$ cat config.mk
export PLATFORM = sky130hd
export DESIGN_NAME = board_input_conditioner
export DESIGN_NICKNAME = d
export VERILOG_FILES = /design/src/rtl/board_io_pkg.sv /design/src/rtl/debounce_cell.sv /design/src/rtl/board_input_conditioner.sv
export SDC_FILE = /design/constraint.sdc
export NUM_CORES = 1
export LEC_CHECK = 0
export ABC_AREA = 0
export CAP_MARGIN = 15
export CORE_ASPECT_RATIO = 1.4
export CORE_MARGIN = 2
export CORE_UTILIZATION = 25
export DETAILED_ROUTE_END_ITERATION = 16
export HOLD_SLACK_MARGIN = 0.08
export PLACE_DENSITY = 0.42
export SLEW_MARGIN = 20
export SYNTH_ARGS = -nofsm -noshare
export SYNTH_HDL_FRONTEND = slang
export SYNTH_SLANG_ARGS = --single-unit
$ cat constraint.sdc
create_clock -name clk_i -period 2.15 [get_ports clk_i]
set_clock_uncertainty 0.1 [all_clocks]
set_input_delay 0.645 -clock clk_i [delete_from_list [all_inputs] [get_ports clk_i]]
set_output_delay 0.645 -clock clk_i [all_outputs]
set_load 0.03 [all_outputs]
$ cat src/rtl/board_io_pkg.sv
// Shared constants for the Nexys4 DDR board input conditioning path.
package board_io_pkg;

  localparam int DEBOUNCE_10MS_80MHZ = 800000;
  localparam int SYNC_STAGES_DEFAULT = 2;
  localparam int NEXYS4_NUM_SW       = 16;

endpackage

$ cat src/rtl/debounce_cell.sv
// One raw pin: synchroniser chain followed by a counter-based debouncer.
// update_o is combinational and marks the edge on which level_o takes the new value.
module debounce_cell
  import board_io_pkg::*;
#(
  parameter int SYNC_STAGES     = SYNC_STAGES_DEFAULT,
  parameter int DEBOUNCE_CYCLES = DEBOUNCE_10MS_80MHZ
) (
  input  logic clk_i,
  input  logic rst_i,
  input  logic d_i,
  output logic level_o,
  output logic update_o
);

  localparam int CW = $clog2(DEBOUNCE_CYCLES);
  localparam logic [CW-1:0] CNT_MAX = CW'(DEBOUNCE_CYCLES - 1);

  logic [SYNC_STAGES-1:0] sync_q, sync_d;
  logic [CW-1:0]          cnt_q, cnt_d;
  logic                   stable_q, stable_d;
  logic                   s;
  logic                   update;

  assign sync_d = {sync_q[SYNC_STAGES-2:0], d_i};
  assign s      = sync_q[SYNC_STAGES-1];

  // Any cycle where the synchronised value agrees with stable restarts the count.
  always_comb begin
    stable_d = stable_q;
    cnt_d    = cnt_q;
    update   = 1'b0;
    if (s == stable_q) begin
      cnt_d = '0;
    end else if (cnt_q == CNT_MAX) begin
      stable_d = s;
      cnt_d    = '0;
      update   = 1'b1;
    end else begin
      cnt_d = cnt_q + CW'(1);
    end
  end

  always_ff @(posedge clk_i) begin
    if (rst_i) begin
      sync_q   <= '0;
      cnt_q    <= '0;
      stable_q <= 1'b0;
    end else begin
      sync_q   <= sync_d;
      cnt_q    <= cnt_d;
      stable_q <= stable_d;
    end
  end

  assign level_o  = stable_q;
  assign update_o = update;

endmodule

$ cat src/rtl/board_input_conditioner.sv
// Debounces the centre button and slide switches and produces registered
// one-cycle event pulses aligned with the first cycle of each new level.
module board_input_conditioner
  import board_io_pkg::*;
#(
  parameter int NUM_SW          = NEXYS4_NUM_SW,
  parameter int SYNC_STAGES     = SYNC_STAGES_DEFAULT,
  parameter int DEBOUNCE_CYCLES = DEBOUNCE_10MS_80MHZ
) (
  input  logic              clk_i,
  input  logic              rst_i,
  input  logic              btn_i,
  input  logic [NUM_SW-1:0] sw_i,
  output logic              btn_level_o,
  output logic              btn_press_o,
  output logic              btn_release_o,
  output logic [NUM_SW-1:0] sw_o,
  output logic              sw_changed_o
);

  logic              btn_upd;
  logic [NUM_SW-1:0] sw_upd;
  logic              press_q, press_d;
  logic              release_q, release_d;
  logic              changed_q, changed_d;

  debounce_cell #(
    .SYNC_STAGES     (SYNC_STAGES),
    .DEBOUNCE_CYCLES (DEBOUNCE_CYCLES)
  ) u_btn_cell (
    .clk_i    (clk_i),
    .rst_i    (rst_i),
    .d_i      (btn_i),
    .level_o  (btn_level_o),
    .update_o (btn_upd)
  );

  for (genvar i = 0; i < NUM_SW; i++) begin : g_sw
    debounce_cell #(
      .SYNC_STAGES     (SYNC_STAGES),
      .DEBOUNCE_CYCLES (DEBOUNCE_CYCLES)
    ) u_sw_cell (
      .clk_i    (clk_i),
      .rst_i    (rst_i),
      .d_i      (sw_i[i]),
      .level_o  (sw_o[i]),
      .update_o (sw_upd[i])
    );
  end

  // An update always moves stable to the opposite value, so the new level is ~btn_level_o.
  assign press_d   = btn_upd & ~btn_level_o;
  assign release_d = btn_upd &  btn_level_o;
  assign changed_d = |sw_upd;

  always_ff @(posedge clk_i) begin
    if (rst_i) begin
      press_q   <= 1'b0;
      release_q <= 1'b0;
      changed_q <= 1'b0;
    end else begin
      press_q   <= press_d;
      release_q <= release_d;
      changed_q <= changed_d;
    end
  end

  assign btn_press_o   = press_q;
  assign btn_release_o = release_q;
  assign sw_changed_o  = changed_q;

endmodule

==> Flow_metrics.wiki <==
{| class="wikitable"
! Metric !! Value
|-
| Run status || completed
|-
| Number of setup violations in the final report || 0
|-
| Diode count || 0
|-
| Vertical extent of the die || around 310 µm
|-
| Tot GR Track Use || between 10% and 20%
|-
| Worst ir drop on vdd || 0.0005789 V
|-
| Setup Buffers After CTS || 0
|-
| Number of violations reported at the end of detailed-routing iteration 0 || between 400 and 500
|-
| Flip-flop and latch count after synthesis || roughly 400
|-
| Data arrival time at the worst-slack endpoint || 1.35 ns
|-
| Max-cap violations || 0
|-
| Layout filler cell count || between 7000 and 8000
|-
| Asr flop ratio synth || 0%
|-
| Reg2reg end || sw_changed_o
|-
| Clock tree from TritonCTS || done
|-
| Period minus WS final || about 2.1 ns
|-
| # DRC || 0
|-
| Number of synthesis warnings || 0
|-
| Drt via density || 4.352
|-
| Hold/Removal Path Class || reg2reg
|-
| Worst path slowest cell || sky130_fd_sc_hd__dlygate4sd2_1
|-
| Chain of cells forming the critical path || dlygate4sd2_1
|-
| Crit. Startpoint || u_btn_cell.level_o
|-
| Total half-perimeter wirelength after legalization and detailed placement || 23.83 mm
|-
| CTS buffer count || 47
|-
| Cell row count || 112
|-
| Synthesized instance count || 1888
|-
| Post-synthesis area per instance || 8.852 µm²
|-
| Leading area contributor after synthesis || sky130_fd_sc_hd__dfxtp_1
|-
| Initial Util || 25.16%
|-
| Detailed-router iteration count before antenna repair || 6
|-
| Top fanout value on the critical path || 4
|-
| DIE WIDTH || 222.5 µm
|-
| Cell area after synthesis || 16710 µm²
|-
| Total number of nets in the final design || 2026
|-
| Top flip-flop cell by instance count after synthesis || sky130_fd_sc_hd__dfxtp_1
|-
| Launch instance of the worst min-delay path || g_sw[6].u_sw_cell.sync_q[0]
|-
| Routed WL per cell || 11.93 µm
|-
| Cell chosen for the clock root || sky130_fd_sc_hd__clkbuf_16
|-
| Critical path buffer and inverter count || 1
|-
| Post-detailed-routing wire length || 34.34 mm
|-
| Sequential Area || 7889 µm²
|-
| Worst path top cell family by delay || buffers and inverters
|-
| Register-to-register setup slack || 0.10 ns
|-
| Maximum number of pins on one net before global-route repair || 22
|-
| Final Cycle Share || between 90% and 100%
|-
| Number of hold violations in the final report || 0
|-
| Placeable Area || 66420 µm²
|-
| Number of pins exceeding their max-slew limit in the final report || 0
|-
| Remaining global-route overflow || 0
|-
| Classification of the worst setup path || reg2out
|-
| Top-level I/O count || 39
|-
| LEAKAGE || 6.383 nW
|-
| Transition time at the pin with the least slew margin || 0.6228 ns
|-
| Worst hold slack || roughly 0.34 ns
|-
| Number of enable flip-flop cells after synthesis || 0
|-
| Worst reg2reg path depth || 6
|-
| Slowest cell delay on critical path || 0.42 ns
|-
| Startpoint of the worst-slack reg-to-reg timing path || g_sw[11].u_sw_cell.cnt_q[0]
|-
| Max H-tree Level || 2
|-
| Maximum clock insertion buffer count || 3
|-
| Fmax achieved || between 400 and 500 MHz
|-
| Utilization after layout || roughly 30%
|-
| Vias in the first global route || 12370
|-
| Die Footprint || slightly below 70000 µm²
|-
| Final GP Congestion || 0.7780
|-
| RSZ-0062 raised after global routing || yes
|-
| Cell Pwr Density || 766.7 nW/µm²
|-
| CTS sink count || 394
|-
| Terminating pin of the worst hold path || g_sw[6].u_sw_cell.sync_q[1]
|-
| Number of antenna violations at the first check in global routing || 0
|-
| Total nets after synthesis || 1924
|-
| Cell count of the worst hold path || 1
|-
| Fraction of layout cells with a size suffix above 1 || 9.194%
|-
| Largest cells by area after synthesis || sky130_fd_sc_hd__dfxtp_1 (47%), sky130_fd_sc_hd__xnor2_1 (10%), sky130_fd_sc_hd__nor2_1 (9.4%), sky130_fd_sc_hd__xor2_1 (6.7%), sky130_fd_sc_hd__nand3_1 (3.7%)
|-
| Count of buffers inserted at the top-level ports || 38
|-
| Global-route wire length before repair || 58.82 mm
|-
| Unique masters post-synth || 44
|-
| Area added between synthesis and finish || 20.19%
|-
| Worst Path Required || 1.40 ns
|-
| Startpoint Class || flop
|-
| Relative slew margins || about 58%
|-
| Share of Yosys cell area claimed by the top area cell type || a little under half
|-
| Multi-input gate area || 8358 µm²
|-
| Clock-pin slew on the worst setup and hold paths || 0.05 ns
|-
| ANT nets after route || 0
|-
| Sequential area share after synthesis || between 40% and 50%
|-
| Worst-skew pair later-pin latency || 0.57 ns
|-
| Vias || 12520
|-
| Critical Path End Type || primary output
|}
cell usage in the layout, fill, tap and decap left out, types with 15 or more instances in the layout:
| cell type | n |
|---|---|
| sky130_fd_sc_hd__and3_1 | 53 |
| sky130_fd_sc_hd__and4_1 | 22 |
| sky130_fd_sc_hd__buf_4 | 69 |
| sky130_fd_sc_hd__clkbuf_16 | 49 |
| sky130_fd_sc_hd__clkdlybuf4s50_1 | 17 |
| sky130_fd_sc_hd__dfxtp_1 | 393 |
| sky130_fd_sc_hd__ha_1 | 15 |
| sky130_fd_sc_hd__inv_1 | 53 |
| sky130_fd_sc_hd__mux2i_1 | 15 |
| sky130_fd_sc_hd__nand2_1 | 97 |
| sky130_fd_sc_hd__nand3_1 | 121 |
| sky130_fd_sc_hd__nand4_1 | 70 |
| sky130_fd_sc_hd__nor2_1 | 420 |
| sky130_fd_sc_hd__nor2b_1 | 41 |
| sky130_fd_sc_hd__nor3_1 | 62 |
| sky130_fd_sc_hd__nor4_1 | 38 |
| sky130_fd_sc_hd__or3_1 | 16 |
| sky130_fd_sc_hd__xnor2_1 | 193 |
| sky130_fd_sc_hd__xor2_1 | 128 |
synthesized netlist by cell type, types with 4 or more instances:
cell,instances
sky130_fd_sc_hd__nor4bb_1,10
sky130_fd_sc_hd__dfxtp_1,394
sky130_fd_sc_hd__or3_1,16
sky130_fd_sc_hd__clkbuf_1,30
sky130_fd_sc_hd__and3_1,53
sky130_fd_sc_hd__nor2_1,420
sky130_fd_sc_hd__xor2_1,128
sky130_fd_sc_hd__buf_2,14
sky130_fd_sc_hd__nor2b_1,41
sky130_fd_sc_hd__nand2b_1,6
sky130_fd_sc_hd__buf_4,16
sky130_fd_sc_hd__nand4b_1,4
sky130_fd_sc_hd__nand4_1,70
sky130_fd_sc_hd__or4_1,11
sky130_fd_sc_hd__or2_2,4
sky130_fd_sc_hd__inv_1,53
sky130_fd_sc_hd__nor4b_1,12
sky130_fd_sc_hd__and2_1,4
sky130_fd_sc_hd__and4b_1,4
sky130_fd_sc_hd__and4_1,23
sky130_fd_sc_hd__nor3_1,63
sky130_fd_sc_hd__a21oi_1,4
sky130_fd_sc_hd__nand3_1,122
sky130_fd_sc_hd__xnor2_1,193
sky130_fd_sc_hd__nand2_1,97
sky130_fd_sc_hd__nor4_1,40
sky130_fd_sc_hd__mux2i_1,15
sky130_fd_sc_hd__ha_1,17
worst reg2reg max path, stage by stage, from the launching register on:
cell and delay, ns:
sky130_fd_sc_hd__dfxtp_1 0.38, sky130_fd_sc_hd__ha_2 0.23, sky130_fd_sc_hd__nand3_2 0.12, sky130_fd_sc_hd__or2_2 0.33
sky130_fd_sc_hd__o32a_1 0.36, sky130_fd_sc_hd__and4_1 0.24, sky130_fd_sc_hd__a41oi_1 0.21
per-stage QoR:
step | TNS, ns | total power [W] | instances | setup WS, ns | area, µm²
final | 0 | 0.01540 | 2878 | 0.05468 | 20090
after global routing | -0.01881 | 0.01605 | 2878 | -0.01881 | 20090
after CTS | 0 | 0.01574 | 2878 | 0.0003991 | 20040
after detailed placement | 0 | 0.007729 | 2796 | 0.04021 | 18500
after global placement | 0 | 0.007729 | 2796 | 0.09763 | 18500
after floorplan | 0 | 0.007621 | 1888 | 0.1588 | 16710
state kept, by name, summed over array words and instances (netlist names):
| signal | count |
|---|---|
| u_btn_cell.cnt_q | 20 |
| g_sw.u_sw_cell.sync_q | 32 |
| btn_press_o | 1 |
| u_btn_cell.level_o | 1 |
| btn_release_o | 1 |
| u_btn_cell.sync_q | 2 |
| sw_changed_o | 1 |
| g_sw.u_sw_cell.cnt_q | 320 |
| g_sw.u_sw_cell.level_o | 16 |
cell type report:
type,instances,share of cell area [%]
clock buffers,68,7.008
clock inverters,14,0.6167
inverters,53,0.9904
multi-input cells,1380,41.61
flip-flops and latches,394,39.27
well taps,855,5.326
repair buffers,114,5.176
routing by layer:
layer	GRT usage [%]	wire, µm	vias up
met3	2.077	1249	56
met5	0	0	-
met1	12.12	15800	5831
li1	-	-	6517
met2	17.81	16350	120
met4	3.699	937	0
repair_timing:
action / in CTS / in global routing
pin swaps: 0 / 0
gates resized for setup: 47 / 16
hold buffers: 0 / 0
gates cloned: 0 / 0
setup endpoints to repair: 20 / 86
how the worst max path moves through the flow:
stage	cells after the start	slack (ns)	to
2_1_floorplan	7	0.16	g_sw[0].u_sw_cell.cnt_q[10]
3_3_place_gp	5	0.1	sw_changed_o
3_5_place_dp	7	0.04	sw_changed_o
4_1_cts	1	0.0004	sw_o[2]
5_1_grt	7	-0.02	sw_changed_o
6_report	1	0.05	btn_level_o
power breakdown:
group	total, W	switching [W]	internal, W
sequential	0.00736	0.0000216	0.00734
combinational	0.000202	0.000109	0.0000926
clock	0.00783	0.00308	0.00475
cell families (layout without fill, tap and decap cells):
logic type / after synthesis / after routing / synth area share, %
and+or+nand+nor: 1012 / 1012 / 30.10
DFF: 394 / 394 / 47.20
xor gates and xnor gates: 321 / 321 / 16.82
buffers and inverters: 114 / 249 / 3.070
adders and majority gates: 17 / 17 / 1.273
AOI/OAI and AO/OA: 15 / 15 / 0.6364
muxes: 15 / 15 / 0.8984
No activity file was read; power rests on OpenSTA's default activity.
